File: config.mk
export PLATFORM = sky130hd
export DESIGN_NAME = bus_arbiter
export DESIGN_NICKNAME = d
export VERILOG_FILES = /design/src/rtl/rib_pkg.sv /design/src/rtl/bus_arbiter_rr_pick.sv /design/src/rtl/bus_arbiter.sv
export SDC_FILE = /design/constraint.sdc
export NUM_CORES = 1
export LEC_CHECK = 0
export BUFFER_PORTS_ARGS = -buffer_cell sky130_fd_sc_hd__buf_2
export CAP_MARGIN = 20
export CORE_MARGIN = 2
export CORE_UTILIZATION = 53
export DETAILED_ROUTE_END_ITERATION = 6
export PLACE_DENSITY_LB_ADDON = 0.1
export SYNTH_ARGS = -nofsm -noshare
export SYNTH_HDL_FRONTEND = slang
export SYNTH_HIERARCHICAL = 1
export SYNTH_SLANG_ARGS = --single-unit
File: constraint.sdc
create_clock -name clk -period 3.63 [get_ports clk]
set_input_delay 0.1815 -clock clk [delete_from_list [all_inputs] [get_ports clk]]
set_output_delay 0.1815 -clock clk [all_outputs]
set_load 0.01 [all_outputs]
File: src/rtl/rib_pkg.sv
// rib_pkg -- shared types and helpers for the bus arbiter slice.
//   arb_state_t : arbiter FSM states (ST_IDLE, ST_GRANT)
//   hold_t      : hold flag encoding (HoldDisable, HoldEnable)
//   id_width()  : bit width of a master ID for n masters (minimum 1)
package rib_pkg;

  typedef enum logic {
    ST_IDLE  = 1'b0,
    ST_GRANT = 1'b1
  } arb_state_t;

  typedef enum logic {
    HoldDisable = 1'b0,
    HoldEnable  = 1'b1
  } hold_t;

  function automatic int unsigned id_width(input int unsigned n);
    return (n <= 2) ? 1 : $clog2(n);
  endfunction

endpackage

File: src/rtl/bus_arbiter_rr_pick.sv
// rr_pick -- combinational round-robin winner selection.
//   i_req    : request vector, one bit per master
//   i_start  : index to start searching from (searches upward, wraps)
//   o_valid  : high when any request bit is set
//   o_winner : first requesting index at or after i_start
module rr_pick
  import rib_pkg::*;
#(
  parameter int unsigned N = 4,
  parameter int unsigned W = id_width(N)
) (
  input  logic [N-1:0] i_req,
  input  logic [W-1:0] i_start,
  output logic         o_valid,
  output logic [W-1:0] o_winner
);

  logic [W-1:0] w_idx;

  always_comb begin
    o_valid  = 1'b0;
    o_winner = '0;
    w_idx    = '0;
    for (int unsigned i = 0; i < N; i++) begin
      w_idx = W'((32'(i_start) + i) % N);
      if (!o_valid && i_req[w_idx]) begin
        o_valid  = 1'b1;
        o_winner = w_idx;
      end
    end
  end

endmodule

File: src/rtl/bus_arbiter.sv
// bus_arbiter -- round-robin bus arbiter with registered one-hot grant.
//   clk         : clock, rising edge
//   rst_n       : synchronous active-low reset
//   req_i       : per-master level request
//   done_i      : per-master end-of-transaction strobe (owner's bit only)
//   gnt_o       : registered one-hot grant, zero when idle
//   owner_o     : registered current/last owner ID
//   busy_o      : high while granting
//   hold_flag_o : high while granted to a master other than FETCH_MASTER
//   timeout_o   : one-cycle pulse on forced release
// Optional feature: define ARB_TIMEOUT_EN to bound grant tenure to
// TIMEOUT_CYCLES cycles; otherwise tenure is unbounded and timeout_o is 0.
module bus_arbiter
  import rib_pkg::*;
#(
  parameter int unsigned N_MASTERS      = 4,
  parameter int unsigned FETCH_MASTER   = 1,
  parameter int unsigned TIMEOUT_CYCLES = 256
) (
  input  logic                                clk,
  input  logic                                rst_n,
  input  logic [N_MASTERS-1:0]                req_i,
  input  logic [N_MASTERS-1:0]                done_i,
  output logic [N_MASTERS-1:0]                gnt_o,
  output logic [id_width(N_MASTERS)-1:0]      owner_o,
  output logic                                busy_o,
  output logic                                hold_flag_o,
  output logic                                timeout_o
);

  localparam int unsigned W = id_width(N_MASTERS);

  arb_state_t           r_state;
  logic [N_MASTERS-1:0] r_gnt;
  logic [W-1:0]         r_owner;
  logic                 r_busy;
  hold_t                r_hold;

  logic [W-1:0]         w_start;
  logic [N_MASTERS-1:0] w_cand;
  logic                 w_valid;
  logic [W-1:0]         w_winner;
  logic [N_MASTERS-1:0] w_onehot;
  logic                 w_rel_nat;
  logic                 w_tmo;
  logic                 w_release;

  // Search always begins just past the last owner; the owner register
  // doubles as the round-robin pointer.
  assign w_start = (r_owner == W'(N_MASTERS - 1)) ? '0 : r_owner + W'(1);

  // While granting, the current owner is excluded so a releasing master
  // cannot win the same edge it lets go.
  always_comb begin
    w_cand = req_i;
    if (r_state == ST_GRANT) w_cand[r_owner] = 1'b0;
  end

  always_comb begin
    w_onehot           = '0;
    w_onehot[w_winner] = 1'b1;
  end

  assign w_rel_nat = done_i[r_owner] || !req_i[r_owner];
  assign w_release = w_rel_nat || w_tmo;

  rr_pick #(
    .N (N_MASTERS),
    .W (W)
  ) u_pick (
    .i_req    (w_cand),
    .i_start  (w_start),
    .o_valid  (w_valid),
    .o_winner (w_winner)
  );

  always_ff @(posedge clk) begin
    if (!rst_n) begin
      r_state <= ST_IDLE;
      r_gnt   <= '0;
      r_owner <= W'(N_MASTERS - 1);
      r_busy  <= 1'b0;
      r_hold  <= HoldDisable;
    end else begin
      case (r_state)
        ST_IDLE: begin
          if (w_valid) begin
            r_state <= ST_GRANT;
            r_gnt   <= w_onehot;
            r_owner <= w_winner;
            r_busy  <= 1'b1;
            r_hold  <= (w_winner != W'(FETCH_MASTER)) ? HoldEnable : HoldDisable;
          end
        end
        ST_GRANT: begin
          if (w_release) begin
            if (w_valid) begin
              r_gnt   <= w_onehot;
              r_owner <= w_winner;
              r_hold  <= (w_winner != W'(FETCH_MASTER)) ? HoldEnable : HoldDisable;
            end else begin
              r_state <= ST_IDLE;
              r_gnt   <= '0;
              r_busy  <= 1'b0;
              r_hold  <= HoldDisable;
            end
          end
        end
        default: r_state <= ST_IDLE;
      endcase
    end
  end

`ifdef ARB_TIMEOUT_EN
  localparam int unsigned CW = $clog2(TIMEOUT_CYCLES + 1);

  logic [CW-1:0] r_tenure;
  logic          r_timeout;

  assign w_tmo = (r_state == ST_GRANT) && (r_tenure == CW'(TIMEOUT_CYCLES - 1));

  // Tenure restarts on every grant change or idle; the pulse is raised
  // only when the timeout alone caused the release.
  always_ff @(posedge clk) begin
    if (!rst_n) begin
      r_tenure  <= '0;
      r_timeout <= 1'b0;
    end else begin
      r_timeout <= w_tmo && !w_rel_nat;
      if ((r_state == ST_GRANT) && !w_release) r_tenure <= r_tenure + CW'(1);
      else                                     r_tenure <= '0;
    end
  end

  assign timeout_o = r_timeout;
`else
  assign w_tmo     = 1'b0;
  assign timeout_o = 1'b0;
`endif

  assign gnt_o       = r_gnt;
  assign owner_o     = r_owner;
  assign busy_o      = r_busy;
  assign hold_flag_o = (r_hold == HoldEnable);

endmodule

==> out/metrics.yaml, run 1 <==
die:
  start_util: 0.551
  die_h_um: 40.1
  core_area_um2: 1250
  die-area_um2: 1610
  die_w_um: 40.1
  rows: 13
  pin_count: 19
clock_tree:
  clock_latency_ns: 0.27
  postCtsSetupRepairBufs: 0
  cts_buffer_depth: 2
  clkTransAtPathRegs_ns: 0.06
  cts_root_buf: "clkbuf_4"
  cts_resized: 0
  clock_sinks: 9
  cts_buffers: 3
  holdBufCountCts: 0
  htree_levels: 1
  tritoncts: "built"
detailed_routing:
  vias: 706
  wl_per_cell_um: 13.9
  wirelength_mm: 1.61
  drt-met1-wl_um: 732
  first_pass_iters: 4
  wl_met3_um: 78
  top_layer_used: "met4"
  drcViolationCount: 0
  drt-initial-drc-count: 14
  ant_nets: 0
  dr_wl_met2_um: 775
  vias_per_cell: 6.09
synthesis:
  synth_edf_count: 0
  synth-adder-area-share: 0.0725
  synth_compound_area_frac: 0.319
  async_flop_share: 0
  synth_seq_cells: 9
  yosys_warnings: 6
  synthSimpleGateAreaFrac: 0.254
  synthFlopType: "dfxtp_1"
  synth_xor_area_frac: 0
  netlist_instances: 85
  synth-seq-area-share: 0.261
  syn_avg_cell_area_um2: 8.13
  syn-cell-area_um2: 691
  synthMuxAreaShare: 0
  synth_nets: 99
  synth_top_family_by_area: "compound AO/OA/AOI/OAI gates"
  synth_cell_types: 36
global_routing:
  grt_pass1_vias: 556
  antenna_found_initial: 0
  grt_pass1_wl_mm: 2.55
  grt.total_usage: 0.244
  grt_max_degree: 15
  grt_overflow_total: 0
timing:
  setup_viol: 0
  worst_pin_slew_ns: 0.886
  drv_slew: 0
  finalWorstSetupSlack_ns: 1.04
  max_freq_mhz: 386
  rsz0062_at_grt: "false"
  setup_tns_ns: 0
  min_period_ns: 2.59
  slew_headroom: 0.402
  fin_skew_ns: 0.00787
  hold_violations: 0
  period_share: 0.714
placed_design:
  place_area_um2: 763
  port_buffers: 17
  gp_congestion: 0.759
  detailed_place_hpwl_mm: 1.17
  preCtsSetupSlack_ns: 1.10
pwr:
  power_uw: 426
  power.density_nw_per_um2: 540
  vdd_ir_drop_max_uv: 313
  p_leak_uw: 0.000351
min_path:
  hp-class: "in2reg"
setup_path:
  crit_path_start_kind: "flip-flop"
  cp.arrival_ns: 2.79
  crit_path_end_kind: "flip-flop"
  required_ns: 3.83
  path_max_fanout: 12
  crit_type: "reg2reg"
status:
  status: "completed"
final_layout:
  fin_nets: 116
  layout-area-overhead-vs-synth_pct: 14.3
  layout-drive-gt1-share: 0.248
  fillers: 120
  stdcell_area_um2: 790
  antennaDiodeCount: 0
job:
  cap_viol_max_count: 0
## state kept, by name, summed over array words and instances (netlist names)
signal	flops
gnt_o	4
busy_o	1
owner_o	2
r_state	1
hold_flag_o	1
## worst paths after layout
| check | start | end | slack, ns | depth (start not counted) |
|---|---|---|---|---|
| min | rst_n | owner_o[1]$_SDFFE_PN1P_ | 0.17 | 2 |
| min reg2reg | gnt_o[1]$_SDFFE_PN0P_ | gnt_o[1]$_SDFFE_PN0P_ | 0.48 | 2 |
| max | owner_o[1]$_SDFFE_PN1P_ | gnt_o[1]$_SDFFE_PN0P_ | 1.04 | 9 |
| max reg2reg | owner_o[1]$_SDFFE_PN1P_ | gnt_o[1]$_SDFFE_PN0P_ | 1.04 | 9 |
## critical path: stages (launching register included)
cell      delay (ns)
dfxtp_1         0.54
inv_1           0.12
ha_1            0.19
a21boi_0        0.32
inv_1           0.10
a221o_1         0.36
a21oi_1         0.31
nand2b_1        0.12
or3_1           0.32
a21boi_1        0.14
## placed cells by master (no fill, tap or decap)
| cell | n |
|---|---|
| o21ai_0 | 10 |
| a221o_1 | 1 |
| nand3_1 | 4 |
| a21boi_1 | 2 |
| inv_2 | 1 |
| a21boi_0 | 9 |
| clkbuf_1 | 1 |
| o2111ai_1 | 1 |
| and3b_2 | 1 |
| a21oi_1 | 5 |
| o32ai_1 | 1 |
| and4b_4 | 1 |
| clkbuf_4 | 3 |
| nor4b_1 | 1 |
| nor4_1 | 1 |
| nand2b_1 | 3 |
| o221ai_1 | 1 |
| o41a_1 | 1 |
| or4_1 | 1 |
| nor2_1 | 4 |
| o41ai_1 | 1 |
| buf_2 | 17 |
| or3_1 | 1 |
| ha_1 | 4 |
| and4bb_2 | 1 |
| conb_1 | 1 |
| inv_1 | 7 |
| or3b_2 | 1 |
| nor3b_1 | 1 |
| nor4bb_1 | 1 |
| a31oi_1 | 1 |
| nand4_1 | 1 |
| dfxtp_1 | 9 |
| nand3b_1 | 2 |
| nand4b_1 | 1 |
## final cells by class
| type | count | area [um^2] | share of cell area |
|---|---|---|---|
| Sequential cell | 9 | 180 | 0.228 |
| Multi-Input combinational cell | 63 | 449 | 0.569 |
| Timing Repair Buffer | 17 | 85.1 | 0.108 |
| Inverter | 8 | 30.0 | 0.0380 |
| Clock buffer | 4 | 26.3 | 0.0333 |
| Tap cell | 15 | 18.8 | 0.0238 |
## metrics by stage
stage	utilization	hold slack [ns]	std cells
6_report	0.630	0.169	116
5_1_grt	0.630	0.177	116
4_1_cts	0.630	0.158	116
3_5_place_dp	0.609	0.441	112
3_3_place_gp	0.609	0.441	112
2_1_floorplan	-	0.258	85
## synth_stat cells, drive strengths merged (2+ instances only)
cell / count / area share
a21boi: 11 / 0.12
a21oi: 5 / 0.036
buf: 2 / 0.027
clkbuf: 3 / 0.018
dfxtp: 9 / 0.26
ha: 4 / 0.072
inv: 8 / 0.043
nand2b: 3 / 0.027
nand3: 4 / 0.029
nand3b: 2 / 0.022
nor2: 4 / 0.022
o21ai: 10 / 0.072
## metal layers
metal  vias to the layer above  track usage
met2                        28        0.387
met4                         0        0.129
met5                         -            0
met3                         4       0.0333
met1                       325        0.319
li1                        349            -
## where the power goes
part	leakage, uW	internal [uW]	switching [uW]
Combinational	0.000261	87.6	107
Clock	0.0000150	42.4	35.4
Sequential	0.0000748	123	31.3
Total	0.000351	253	173
## logic make-up (layout without fill, tap and decap cells)
logic type	count (synthesis)	count (layout)
buf+inv	13	29
compound gates	33	33
flops	9	9
fa+ha+maj	4	4
simple gates	25	25
other cells	1	1
No activity file was read; power rests on OpenSTA's default activity.
==> run 2, diff against run 1 <==
Settings changed: CORE_UTILIZATION 53 to 50.
Clock period 3.63 ns to 2.5 ns, I/O delays scaled along.
==> out/metrics.yaml, run 2 (synthesis results as in run 1) <==
pwr:
  p_sw_frac: 0.397
  seqPwrFrac: 0.309
  power.density_nw_per_um2: 773
  internal_power_uw: 385
  clkPwrFrac: 0.181
  vdd_ir_drop_max_uv: 394
  p_leak_uw: 0.000374
  p_sw_uw: 254
  pwr-share-comb: 0.510
detailed_routing:
  ant_nets: 0
  vias: 697
  drcViolationCount: 0
  first_pass_iters: 5
  drt-initial-drc-count: 12
  wl_per_cell_um: 13.2
  wirelength_mm: 1.60
  vias_per_cell: 5.76
min_path:
  hp-class: "in2reg"
  worstHoldStart: "rst_n"
  min_path_cells: 2
final_layout:
  layout-area-overhead-vs-synth_pct: 19.7
  antennaDiodeCount: 0
  largest_reg_flops: 4
  final_common_cell: "buf_2"
  final_cell_mix: "buf_2, o21ai_0, a21boi_0, dfxtp_1, inv_1"
  layout-drive-gt1-share: 0.283
  fin_nets: 121
timing:
  min_period_ns: 2.30
  drv_slew: 0
  fin_skew_ns: 0.00548
  setup_viol: 0
  rsz0062_at_grt: "false"
  hold_violations: 0
  whs_ns: 0.112
  period_share: 0.921
  finalWorstSetupSlack_ns: 0.197
  max_freq_mhz: 434
  worst_pin_slew_ns: 0.563
  setup_tns_ns: 0
  slew_headroom: 0.619
setup_path:
  r2r_cells: 8
  crit_start: "owner_o[0]$_SDFFE_PN1P_"
  cp.arrival_ns: 2.51
  crit_path_start_kind: "flip-flop"
  crit_type: "reg2reg"
  r2r_start: "owner_o[0]$_SDFFE_PN1P_"
  path_max_fanout: 5
  required_ns: 2.70
  crit_path_end_kind: "flip-flop"
clock_tree:
  clkTransAtPathRegs_ns: 0.07
  tritoncts: "built"
  cts_resized: 0
  postCtsSetupRepairBufs: 0
  htree_levels: 1
  cts_buffers: 3
  cts_root_buf: "clkbuf_4"
  cts_buffer_depth: 2
  clock_sinks: 9
  holdBufCountCts: 0
  clock_latency_ns: 0.27
global_routing:
  grt_overflow_total: 0
  grt.total_usage: 0.230
  grt_pass1_vias: 610
  grt_pass1_wl_mm: 2.55
  antenna_found_initial: 0
  grt_max_degree: 12
job:
  cap_viol_max_count: 0
die:
  pin_count: 19
  die-area_um2: 1690
  die_h_um: 41.2
  start_util: 0.531
  rows: 13
  core_area_um2: 1300
  die_w_um: 41.2
placed_design:
  preCtsSetupSlack_ns: 0.231
  port_buffers: 17
  gp_congestion: 0.734
  detailed_place_hpwl_mm: 1.22
status:
  status: "completed"
==> run 2: cell types whose count changed in the layout (fill, tap and decap cells not counted) <==
cell / change
buf_4: +5
==> run 2: power groups by stage <==
stage	Sequential (uW)	Combinational, uW	Clock, uW
6_report	197	326	116
3_5_place_dp	201	322	0
3_3_place_gp	199	319	0
5_1_grt	202	370	123
4_1_cts	198	326	117
2_1_floorplan	219	214	0
==> run 2: worst paths after layout <==
kind / endpoint / slack [ns]
min: owner_o[1]$_SDFFE_PN1P_ / 0.11
max reg2reg: gnt_o[1]$_SDFFE_PN0P_ / 0.20
max: gnt_o[1]$_SDFFE_PN0P_ / 0.20
min reg2reg: gnt_o[0]$_SDFFE_PN0P_ / 0.47
==> run 2: layout make-up <==
class / instances / area (um^2)
fillers: 144 / 474
flip-flops and latches: 9 / 180
inverters: 8 / 30.0
multi-input cells: 63 / 449
clock buffers: 4 / 26.3
repair buffers: 22 / 123
well taps: 15 / 18.8
==> run 2: through the flow <==
step	cells	power, uW	area (um^2)	utilization
after global placement	117	518	801	0.615
after floorplan	85	433	691	-
final	121	639	827	0.636
after CTS	121	641	827	0.636
after detailed placement	117	523	801	0.615
after global routing	121	696	827	0.636
==> run 2: layer usage <==
layer  up-vias  global-route usage  routed length (um)
met5         -                   0                   0
met1       324               0.304                 772
met4         0              0.0726                  15
met3         4              0.0652                  62
li1        356                   -                   -
met2        13               0.355                 745
==> run 2: worst max-delay path, stage by stage, from the launching register on <==
cell and delay [ns]:
dfxtp_1 0.35, ha_1 0.20, a21boi_0 0.32, inv_1 0.11
a221o_1 0.36, a21oi_1 0.34, nand2b_1 0.12, or3_1 0.32
a21boi_1 0.13
==> run 3, diff against run 2 <==
Settings changed: CORE_UTILIZATION 50 to 40, SYNTH_HIERARCHICAL 1 to not set.
==> out/metrics.yaml, run 3 <==
status:
  status: "completed"
timing:
  period_share: 0.828
  setup_tns_ns: 0
  hold_violations: 0
  rsz0062_at_grt: "false"
  setup_viol: 0
  whs_ns: 0.131
  min_period_ns: 2.07
  fin_skew_ns: 0.00363
  max_freq_mhz: 483
  drv_slew: 0
synthesis:
  async_flop_share: 0
  synth_cell_types: 42
  synth_nets: 95
  yosys_warnings: 0
  synth_common_cells: "dfxtp_1, inv_1, nor2_1"
  netlist_instances: 81
  synth_edf_count: 0
  synth_top_area_cell: "dfxtp_1"
  synth-seq-area-share: 0.250
  synth_area_leaders: "dfxtp_1, ha_1, o32ai_1"
  synth_top_area_frac: 0.250
  syn-cell-area_um2: 719
  synth_seq_cells: 9
  syn_avg_cell_area_um2: 8.88
  synthFlopType: "dfxtp_1"
clock_tree:
  cts_buffer_depth: 2
  clkTransAtPathRegs_ns: 0.07
  htree_levels: 1
  clock_sinks: 9
  postCtsSetupRepairBufs: 0
  cts_root_buf: "clkbuf_4"
  clock_latency_ns: 0.27
  holdBufCountCts: 0
  tritoncts: "built"
  cts_buffers: 3
  cts_resized: 0
placed_design:
  port_buffers: 17
  dpl.cell_count: 121
  detailed_place_hpwl_mm: 1.19
  gp_congestion: 0.851
detailed_routing:
  wirelength_mm: 1.48
  top_layer_used: "met4"
  drt-initial-drc-count: 18
  first_pass_iters: 4
  drcViolationCount: 0
  ant_nets: 0
  vias: 640
  wl_per_cell_um: 11.8
  drt-met1-wl_um: 725
  wl_met3_um: 61
  vias_per_cell: 5.12
  dr_wl_met2_um: 641
setup_path:
  cpPeakStageDelay_ns: 0.46
  reg2reg_setup_slack_ns: 0.43
  path_cells: "inv_1, ha_1, a21boi_4, nand3_1, a311o_1, and2_2, o32ai_1"
  r2r_start: "owner_o[0]$_SDFFE_PN1P_"
  reg2reg_to: "gnt_o[1]$_SDFFE_PN0P_"
  r2r_cells: 7
  slowest_stage: "dfxtp_1"
  required_ns: 2.68
  cp.arrival_ns: 2.25
  path_max_fanout: 8
  crit_type: "reg2reg"
  crit_path_end_kind: "flip-flop"
  crit_path_start_kind: "flip-flop"
final_layout:
  seq_area_um2: 180
  fillers: 165
  largest_reg_flops: 4
  final_util: 0.494
  fin_nets: 115
  final_common_cell: "buf_2"
  layout-area-overhead-vs-synth_pct: 17.2
  antennaDiodeCount: 0
  multiInputGateArea_um2: 483
  layout-drive-gt1-share: 0.330
  final_cell_mix: "buf_2, inv_1, dfxtp_1"
  instances_no_fill: 125
die:
  rows: 15
  die_w_um: 46.4
  core_area_um2: 1710
  die-area_um2: 2150
  pin_count: 19
  start_util: 0.421
  die_h_um: 46.4
global_routing:
  grt_pass1_vias: 582
  grt_overflow_total: 0
  grt.total_usage: 0.166
  grt_max_degree: 11
  grt_pass1_wl_mm: 2.51
  antenna_found_initial: 0
min_path:
  worstHoldStart: "rst_n"
  holdPathEnd: "owner_o[1]$_SDFFE_PN1P_"
  min_path_cells: 2
  hp-class: "in2reg"
pwr:
  vdd_ir_drop_max_uv: 473
  p_leak_uw: 0.000396
  power.density_nw_per_um2: 1100
job:
  cap_viol_max_count: 0
run 3: worst max path at each step:
stage	startpoint	to	slack (ns)	cells after the start
5_1_grt	owner_o[0]$_SDFFE_PN1P_	gnt_o[1]$_SDFFE_PN0P_	0.20	7
3_3_place_gp	owner_o[0]$_SDFFE_PN1P_	gnt_o[1]$_SDFFE_PN0P_	0.46	7
4_1_cts	owner_o[0]$_SDFFE_PN1P_	gnt_o[1]$_SDFFE_PN0P_	0.40	7
2_1_floorplan	owner_o[0]$_SDFFE_PN1P_	gnt_o[1]$_SDFFE_PN0P_	0.55	7
3_5_place_dp	owner_o[0]$_SDFFE_PN1P_	gnt_o[1]$_SDFFE_PN0P_	0.41	7
6_report	owner_o[0]$_SDFFE_PN1P_	gnt_o[1]$_SDFFE_PN0P_	0.43	7
run 3: area by class of cell:
cell class	instances	area share
inverter	10	0.0445
multi-input combinational	60	0.573
sequential	9	0.214
timing repair buffer	17	0.101
clock buffer	4	0.0312
tap	25	0.0371
run 3: logic make-up after synthesis:
| kind of cell | share of synthesized area |
|---|---|
| other cells | 0.00521 |
| buf+inv | 0.0783 |
| fa+ha+maj | 0.0696 |
| compound gates | 0.322 |
| mux | 0.0313 |
| flops | 0.250 |
| simple gates | 0.243 |
run 3: critical path, delay by kind of cell (launching register included):
family                     cells  cell delay, ns
AOI/OAI and AO/OA              3            0.83
DFF                            1            0.46
and+or+nand+nor                2            0.31
adders and majority gates      1            0.25
buffers and inverters          1            0.14
run 3: power by group:
group,switching [uW],internal (uW)
combinational,315,245
clock,56.5,61.8
sequential,48.8,197
total,420,504
run 3: routing by layer:
layer,GRT usage,vias up
li1,-,330
met5,0,-
met3,0.0471,5
met1,0.214,287
met2,0.236,18
met4,0.114,0
run 3: through the flow:
stage                     area (um^2)  setup slack [ns]  total power [uW]
after global routing              843             0.200              1010
after detailed placement          817             0.407               806
after CTS                         843             0.399               929
after global placement            817             0.456               810
after floorplan                   719             0.553               670
final                             843             0.429               925
